$ cat src/rtl/physics_pkg.sv
// Shared types and constants for the scene loader and its shadow register file.
package physics_pkg;

    localparam logic [7:0] SYNC_BYTE = 8'hA5;

    typedef enum logic [1:0] {
        IDLE,
        LOAD,
        CSUM,
        COMMIT
    } loader_state_t;

    // Record = locations, velocities, mass (WIDTH/2 bits), one radius byte
    function automatic int unsigned bytes_per_sprite(input int unsigned width,
                                                     input int unsigned dims);
        return 2 * dims * (width / 8) + width / 16 + 1;
    endfunction

endpackage

$ cat src/rtl/sprite_shadow_regs.sv
// Shadow copy of a scene being received: one byte is written per cycle at the
// field position selected by the sprite index and the byte offset in its record.
module sprite_shadow_regs
    import physics_pkg::*;
#(
    parameter int unsigned SPRITES    = 9,
    parameter int unsigned WIDTH      = 32,
    parameter int unsigned DIMENSIONS = 2,
    localparam int unsigned BPS       = bytes_per_sprite(WIDTH, DIMENSIONS),
    localparam int unsigned SPR_W     = (SPRITES > 1) ? $clog2(SPRITES) : 1,
    localparam int unsigned OFF_W     = $clog2(BPS)
) (
    input  logic                                clk,
    input  logic                                rst_n,
    input  logic                                we_i,
    input  logic [SPR_W-1:0]                    sprite_i,
    input  logic [OFF_W-1:0]                    off_i,
    input  logic [7:0]                          byte_i,
    output logic [SPRITES*DIMENSIONS*WIDTH-1:0] loc_o,
    output logic [SPRITES*DIMENSIONS*WIDTH-1:0] velo_o,
    output logic [SPRITES*(WIDTH/2)-1:0]        mass_o,
    output logic [SPRITES*7-1:0]                radius_o
);

    localparam int unsigned WB     = WIDTH / 8;
    localparam int unsigned MB     = WIDTH / 16;
    localparam int unsigned MW     = WIDTH / 2;
    localparam int unsigned V_OFF  = DIMENSIONS * WB;
    localparam int unsigned M_OFF  = 2 * DIMENSIONS * WB;
    localparam int unsigned R_OFF  = M_OFF + MB;

    // Fields arrive MSB-first, so byte b of a field lands in lane (bytes-1-b)
    always_ff @(posedge clk or negedge rst_n) begin
        if (!rst_n) begin
            loc_o    <= '0;
            velo_o   <= '0;
            mass_o   <= '0;
            radius_o <= '0;
        end else if (we_i) begin
            for (int s = 0; s < SPRITES; s++) begin
                if (sprite_i == SPR_W'(s)) begin
                    for (int d = 0; d < DIMENSIONS; d++) begin
                        for (int b = 0; b < WB; b++) begin
                            if (off_i == OFF_W'(d * WB + b))
                                loc_o[(s*DIMENSIONS+d)*WIDTH + (WB-1-b)*8 +: 8] <= byte_i;
                            if (off_i == OFF_W'(V_OFF + d * WB + b))
                                velo_o[(s*DIMENSIONS+d)*WIDTH + (WB-1-b)*8 +: 8] <= byte_i;
                        end
                    end
                    for (int b = 0; b < MB; b++) begin
                        if (off_i == OFF_W'(M_OFF + b))
                            mass_o[s*MW + (MB-1-b)*8 +: 8] <= byte_i;
                    end
                    if (off_i == OFF_W'(R_OFF))
                        radius_o[s*7 +: 7] <= byte_i[6:0];
                end
            end
        end
    end

endmodule

$ cat src/rtl/scene_loader.sv
// Assembles a checksummed scene from a host byte stream and atomically commits
// it to the physics engine's init_* inputs, strobing data_ready on success.
module scene_loader
    import physics_pkg::*;
#(
    parameter int unsigned SPRITES    = 9,
    parameter int unsigned WIDTH      = 32,
    parameter int unsigned DIMENSIONS = 2,
    parameter int unsigned TIMEOUT    = 1_620_000
) (
    input  logic                                clk_162,
    input  logic                                rst_l,
    input  logic [7:0]                          rx_data,
    input  logic                                rx_valid,
    output logic                                rx_ready,
    output logic [SPRITES*DIMENSIONS*WIDTH-1:0] init_locations,
    output logic [SPRITES*DIMENSIONS*WIDTH-1:0] init_velos,
    output logic [SPRITES*(WIDTH/2)-1:0]        masses,
    output logic [SPRITES*7-1:0]                radii,
    output logic                                data_ready,
    output logic                                frame_err,
    output logic                                busy
);

    localparam int unsigned BPS   = bytes_per_sprite(WIDTH, DIMENSIONS);
    localparam int unsigned SPR_W = (SPRITES > 1) ? $clog2(SPRITES) : 1;
    localparam int unsigned OFF_W = $clog2(BPS);
    localparam int unsigned TO_W  = $clog2(TIMEOUT);

    loader_state_t    state_q, state_d;
    logic [SPR_W-1:0] spr_q, spr_d;
    logic [OFF_W-1:0] off_q, off_d;
    logic [7:0]       xor_q, xor_d;
    logic [TO_W-1:0]  cnt_q, cnt_d;
    logic             csum_ok_q, csum_ok_d;
    logic             data_ready_q, data_ready_d;
    logic             frame_err_q, frame_err_d;
    logic             xfer_c;
    logic             timeout_c;

    logic [SPRITES*DIMENSIONS*WIDTH-1:0] sh_loc;
    logic [SPRITES*DIMENSIONS*WIDTH-1:0] sh_velo;
    logic [SPRITES*(WIDTH/2)-1:0]        sh_mass;
    logic [SPRITES*7-1:0]                sh_radius;

    assign rx_ready   = (state_q != COMMIT);
    assign busy       = (state_q != IDLE);
    assign xfer_c     = rx_valid & rx_ready;
    assign timeout_c  = (cnt_q == TO_W'(TIMEOUT - 1));
    assign data_ready = data_ready_q;
    assign frame_err  = frame_err_q;

    sprite_shadow_regs #(
        .SPRITES    (SPRITES),
        .WIDTH      (WIDTH),
        .DIMENSIONS (DIMENSIONS)
    ) u_shadow (
        .clk      (clk_162),
        .rst_n    (rst_l),
        .we_i     (xfer_c && (state_q == LOAD)),
        .sprite_i (spr_q),
        .off_i    (off_q),
        .byte_i   (rx_data),
        .loc_o    (sh_loc),
        .velo_o   (sh_velo),
        .mass_o   (sh_mass),
        .radius_o (sh_radius)
    );

    always_ff @(posedge clk_162 or negedge rst_l) begin
        if (!rst_l) begin
            state_q      <= IDLE;
            spr_q        <= '0;
            off_q        <= '0;
            xor_q        <= '0;
            cnt_q        <= '0;
            csum_ok_q    <= 1'b0;
            data_ready_q <= 1'b0;
            frame_err_q  <= 1'b0;
        end else begin
            state_q      <= state_d;
            spr_q        <= spr_d;
            off_q        <= off_d;
            xor_q        <= xor_d;
            cnt_q        <= cnt_d;
            csum_ok_q    <= csum_ok_d;
            data_ready_q <= data_ready_d;
            frame_err_q  <= frame_err_d;
        end
    end

    // A transfer always beats the timeout terminal count in the same cycle
    always_comb begin
        state_d      = state_q;
        spr_d        = spr_q;
        off_d        = off_q;
        xor_d        = xor_q;
        cnt_d        = cnt_q;
        csum_ok_d    = csum_ok_q;
        data_ready_d = 1'b0;
        frame_err_d  = 1'b0;
        case (state_q)
            IDLE: begin
                if (xfer_c && (rx_data == SYNC_BYTE)) begin
                    spr_d   = '0;
                    off_d   = '0;
                    xor_d   = '0;
                    cnt_d   = '0;
                    state_d = LOAD;
                end
            end
            LOAD: begin
                if (xfer_c) begin
                    xor_d = xor_q ^ rx_data;
                    cnt_d = '0;
                    if (off_q == OFF_W'(BPS - 1)) begin
                        off_d = '0;
                        if (spr_q == SPR_W'(SPRITES - 1))
                            state_d = CSUM;
                        else
                            spr_d = spr_q + SPR_W'(1);
                    end else begin
                        off_d = off_q + OFF_W'(1);
                    end
                end else if (timeout_c) begin
                    frame_err_d = 1'b1;
                    state_d     = IDLE;
                end else begin
                    cnt_d = cnt_q + TO_W'(1);
                end
            end
            CSUM: begin
                if (xfer_c) begin
                    csum_ok_d = (rx_data == xor_q);
                    state_d   = COMMIT;
                end else if (timeout_c) begin
                    frame_err_d = 1'b1;
                    state_d     = IDLE;
                end else begin
                    cnt_d = cnt_q + TO_W'(1);
                end
            end
            COMMIT: begin
                data_ready_d = csum_ok_q;
                frame_err_d  = !csum_ok_q;
                state_d      = IDLE;
            end
            default: state_d = IDLE;
        endcase
    end

    // Committed scene only changes on a verified frame
    always_ff @(posedge clk_162 or negedge rst_l) begin
        if (!rst_l) begin
            init_locations <= '0;
            init_velos     <= '0;
            masses         <= '0;
            radii          <= '0;
        end else if ((state_q == COMMIT) && csum_ok_q) begin
            init_locations <= sh_loc;
            init_velos     <= sh_velo;
            masses         <= sh_mass;
            radii          <= sh_radius;
        end
    end

endmodule

$ cat config.mk
export PLATFORM = sky130hd
export DESIGN_NAME = scene_loader
export DESIGN_NICKNAME = d
export VERILOG_FILES = /design/src/rtl/physics_pkg.sv /design/src/rtl/sprite_shadow_regs.sv /design/src/rtl/scene_loader.sv
export SDC_FILE = /design/constraint.sdc
export NUM_CORES = 2
export LEC_CHECK = 0
export ABC_AREA = 1
export CAP_MARGIN = 0
export CORE_AREA = 2 2 539 541
export CTS_CLUSTER_SIZE = 8
export DETAILED_ROUTE_END_ITERATION = 6
export DIE_AREA = 0 0 541 543
export PLACE_DENSITY = 0.62
export SLEW_MARGIN = 20
export SYNTH_ARGS = -nofsm -noshare
export SYNTH_HDL_FRONTEND = slang
export SYNTH_SLANG_ARGS = --single-unit
$ cat constraint.sdc
create_clock -name clk_162 -period 2.6 [get_ports clk_162]
set_input_delay 0.52 -clock clk_162 [delete_from_list [all_inputs] [get_ports clk_162]]
set_output_delay 0.52 -clock clk_162 [all_outputs]
set_load 0.03 [all_outputs]
# After elaboration in Yosys (flattened, before gate mapping)
# Cells that the tools add are included.
# classes
addsub	3
mul	0
div	0
magnitude_cmp	0
eq_ne	40
shift	0
muxes	28
bitwise_logic	2
n_reduce_logical	187
# ops
operator	n
$reduce_and A3 Y1	174
$mux W21	4
$pmux W21 S3	1
$eq A5 B4 Y1 const B	8
$add A21 B1 Y21 const B	1
$eq A21 B21 Y1 const B	1
$eq A5 B3 Y1 const B	4
$eq A4 B3 Y1 const B	4
$mux W4	4
$mux W8	2
$pmux W8 S2	1
$eq A5 B5 Y1 const B	3
$mux W5	3
$mux W2	6
$eq A5 B2 Y1 const B	2
$ne A2 B2 Y1 const B	5
$pmux W5 S2	1
$eq A4 B2 Y1 const B	2
$eq A8 B8 Y1	1
$eq A8 B8 Y1 const B	1
$pmux W2 S4	1
$pmux W4 S2	1
$xor A8 B8 Y8	1
$ne A3 B2 Y1 const B	2
21 further kinds	27
# word_totals
regBits	2761
latch_bits	0
ramBits	0
romBits	0
input_bits	11
out_inout_bits	1363
mem_count	0

# Longest topological paths before layout
# logic_depth
depth_word	5
mapped_depth	11
mapped_depth_nobuf	10

# Cells and area by module
# Synthesis repeated with hierarchy kept, for this count alone.
# hier_totals
hier_cells	11684
area_unflattened_um2	105882.8
# modules_own_cells
mod	n_inst	cells_per_inst	area_each_um2	seq_area_each_um2
scene_loader	1	6113	53366.2	35083.6
sprite_shadow_regs	1	5571	52516.6	34007.6

# Least setup slack after synthesis
# OpenSTA, ideal clock, no wires.
# synth_timing
path_type	register -> register
from	register state_q[0]
to	register u_shadow.velo_o[269]
setup_time_ns	0.133
arrival_time_ns	1.941
required_time_ns	2.467
path_slack_ns	0.526
stages_incl_launch_ff	10
path_buffers	2
cell_sequence	dfrtp_1 -> ha_1 -> nor2_2 -> nand2_2 -> nor4_4 -> buf_6 -> nand2_1 -> buf_6 -> nand2_1 -> o21ai_0
# synth_via
elab_chain_cells	4
word_cells_on_any_way	5
cone_classes	eq/ne (2); bitwise (1); reduce/logical (2)
# synth_rtl
element	line	source
start: declaration	scene_loader.sv:30	loader_state_t state_q, state_d;
start signal: assignment	scene_loader.sv:81	state_q <= state_d;
$ne A2 B2 Y1	scene_loader.sv:46	assign rx_ready = (state_q != COMMIT);
$and A1 B1 Y1	scene_loader.sv:48	assign xfer_c = rx_valid & rx_ready;
$logic_and A1 B1 Y1 (*)	scene_loader.sv:60	.we_i (xfer_c && (state_q == LOAD)),
$reduce_and A3 Y1 (no line) (*)	n/a	
end signal: indexed assignment	sprite_shadow_regs.sv:47	velo_o[(s*DIMENSIONS+d)*WIDTH + (WB-1-b)*8 +: 8] <= byte_i;
end: declaration	sprite_shadow_regs.sv:20	output logic [SPRITES*DIMENSIONS*WIDTH-1:0] velo_o,
# Every way passes the cells marked *; elsewhere a longest branch is shown, timed or not.
# A chain may end at the register's enable or synchronous reset.

# Worst setup path after layout
# layout_timing
from	register init_velos[117]
to	output port init_velos[117]
# layout_rtl
element	line	source
start: declaration	scene_loader.sv:17	output logic [SPRITES*DIMENSIONS*WIDTH-1:0] init_velos,
start signal: assignment	scene_loader.sv:161	init_velos <= sh_velo;
# No word-level cell between the ends.

==> metrics.csv <==
metric,value,unit
"Req. time, crit path",2080,ps
share of cells above drive strength 1,8.04,%
"Seq/Total Area, Yosys",67.9,%
Top Family by Delay on Critical Path,buffers and inverters,
worst-path cell chain,clkdlybuf4s50_1,
Setup-failing EPs final,0,
CTS tree,yes,
status,finished clean,
RSZ-0062 raised after global routing,false,
Yosys Warn Count,0,
met2 Use GR,36.4,%
Post-Syn Area per Cell,9.44,um2
grt total ovfl,0,
Syn Inst Count,10800,
initial core utilization,35.4,%
Port Buffers,1373,
R2R cell count,6,
GR peak layer,met2,
initial antenna violation count,29,
reg2reg setup slack,190,ps
Worst-path clk slew,50,ps
"FF+latch count, synth",2761,
number of CTS-inserted buffers,384,
met1 GRT Util,32.9,%
Max stage delay on crit path,700,ps
Max Cap Viol,0,
critical path class,flop to primary output,
Root Driver,clkbuf_16,
Max Buffers Root-to-Sink,4,
Core Footprint,287000,um2
crit path DAT,2030,ps
fin crit period,2550,ps
IO Pins,1374,
slew margin rel.,47.3,%
vias per cell,4.93,
CP max stage cell,clkdlybuf4s50_1,
die area,294000,um2
HP Class,input port to async pin,
Pwr Density,714,nW/um2
global-route wire length before repair,528000,um
Setup Total Neg Slack,0,ps
cell area after synthesis,102000,um2
TritonCTS Sinks,2761,
Final Cycle Share,98.1,%
FMAX,392,MHz
met3 Use GR,5.43,%
drt total wl,357000,um
Max rail drop VDD,0.000620,V
H-tree levels,5,
Leakage Power,70.1,nW
Final Wtd Congestion,0.849,
Synth-to-Final Area Change,31.8,%
clk_lat worst skew,950,ps
Total Routing Usage GR,23.9,%
CP max FO,2,
count of final hold-check violations,0,
hpwl dp,242000,um
nets,12500,
post-route ant nets,0,
clock skew,71.2,ps
postcts setup bufs,0,
DR pass1 iterations,6,
max-slew violations,0,
die extent in y,543,um
WP buf/inv,1,
net count after synthesis,10800,
total power,0.0957,W
worst slew pin tran,786,ps
initial DRC count,7119,
Worst R2R Start,off_q[0],
CP endpoint kind,primary output,
vias post-DR,80200,
Startpoint Class,flop,
DR DRC count,0,
Cell variety after synth,28,
DR WL/cell,21.9,um
standard-cell rows,197,
Crit Reg-Reg Endpoint,u_shadow.mass_o[105],
vias in the first global route,79000,
Die Wd,541,um
largest net degree at the start of global routing,111,
-- stage by stage --
| stage | instances | util (%) | hold slack [ps] | area (um2) | setup slack (ps) |
|---|---|---|---|---|---|
| finish | 16300 | 46.6 | 282 | 134000 | 48.9 |
| global route | 16300 | 46.6 | 249 | 134000 | 1.38 |
| CTS | 16300 | 46.6 | 183 | 134000 | 0.0109 |
| detailed placement | 15800 | 43.3 | 451 | 124000 | -354 |
| global placement | 15800 | 43.3 | 448 | 124000 | -366 |
| floorplan | 10800 | - | 224 | 102000 | 526 |
-- repair_timing --
| action | in CTS | in global routing |
|---|---|---|
| gates resized for setup | 567 | 25 |
| hold buffers | 1 | 0 |
| pin swaps | 0 | 0 |
| setup endpoints to repair | 566 | 25 |
| endpoints found under the hold margin | 160 | 0 |
-- cell usage after synthesis, drive strengths merged --
cell type	count	share of area, %
a21boi	1	0.0074
a21oi	8	0.039
buf	80	0.58
bufinv	1	0.017
clkbuf	553	2.0
clkinv	4	0.015
dfrtp	2761	68
ha	15	0.18
inv	85	0.31
nand2	5685	21
nand3	45	0.22
nand4	11	0.068
nor2	90	0.35
nor3	3	0.015
nor4	4	0.084
o21ai	1404	6.9
o21bai	1	0.0074
o22ai	6	0.037
or2	1	0.0062
xnor2	4	0.034
xor2	15	0.13
-- state kept, by name, indices dropped and copies added (netlist names) --
signal	count
cnt_q	21
csum_ok_q	1
data_ready	1
frame_err	1
init_locations	576
init_velos	576
masses	144
off_q	5
radii	63
spr_q	4
state_q	2
u_shadow.loc_o	576
u_shadow.mass_o	144
u_shadow.radius_o	63
u_shadow.velo_o	576
xor_q	8
-- worst max path at each step --
stage                                   start                    to  slack, ps  depth (start not counted)
after floorplan                    state_q[0]  u_shadow.velo_o[269]        530                          9
after global placement               rx_valid  u_shadow.mass_o[109]       -370                         10
after detailed placement             rx_valid  u_shadow.mass_o[109]       -350                         10
after CTS                 init_locations[110]   init_locations[110]       0.01                          1
after global routing      init_locations[517]   init_locations[517]          1                          1
final                         init_velos[117]       init_velos[117]         50                          1
-- cell type report --
class | instances | area [um2]
inverter | 90 | 399
antenna | 12 | 30.0
clock inverter | 25 | 551
multi-input combinational | 7293 | 29700
fill | 26800 | 153000
tap | 3781 | 4730
clock buffer | 391 | 9670
timing repair buffer | 1923 | 19900
sequential | 2761 | 69100
-- cells in the final DEF (no fill, tap or decap), types with 13 or more instances in the layout --
cell and instances:
buf_12 212, clkdlybuf4s50_1 780, nor2_1 72, xor2_1 15, dlymetal6s2s_1 24, dlygate4sd2_1 565
ha_1 15, buf_4 338, o21ai_1 20, inv_1 72, o21ai_0 1384, nand3_1 45
dfrtp_1 2761, nand2_1 5683, clkinv_16 13, clkbuf_16 385
-- where the power goes --
group | switching (W) | leakage (nW) | internal [W] | total [W]
registers | 0.000798 | 38.4 | 0.0442 | 0.0450
logic | 0.00442 | 26.7 | 0.00182 | 0.00623
clock network | 0.0183 | 4.98 | 0.0261 | 0.0445
total | 0.0235 | 70.1 | 0.0722 | 0.0957
-- logic make-up (layout without fill, tap and decap cells) --
| logic type | count (synthesis) | in the layout | synth area share [%] |
|---|---|---|---|
| simple gates | 5839 | 5839 | 21.7 |
| xor+xnor | 19 | 19 | 0.164 |
| compound gates | 1420 | 1420 | 7.00 |
| flops | 2761 | 2761 | 67.9 |
| buf+inv | 723 | 2429 | 2.97 |
| other cells | 0 | 12 | 0 |
| fa+ha+maj | 15 | 15 | 0.185 |
-- routing by layer --
| metal | part of all wire [%] | vias up |
|---|---|---|
| met5 | 0.034 | - |
| met4 | 4.4 | 14 |
| met3 | 8.2 | 609 |
| met2 | 44 | 3161 |
| met1 | 43 | 39500 |
| li1 | - | 36900 |
Power figures use the tool's default switching activity.
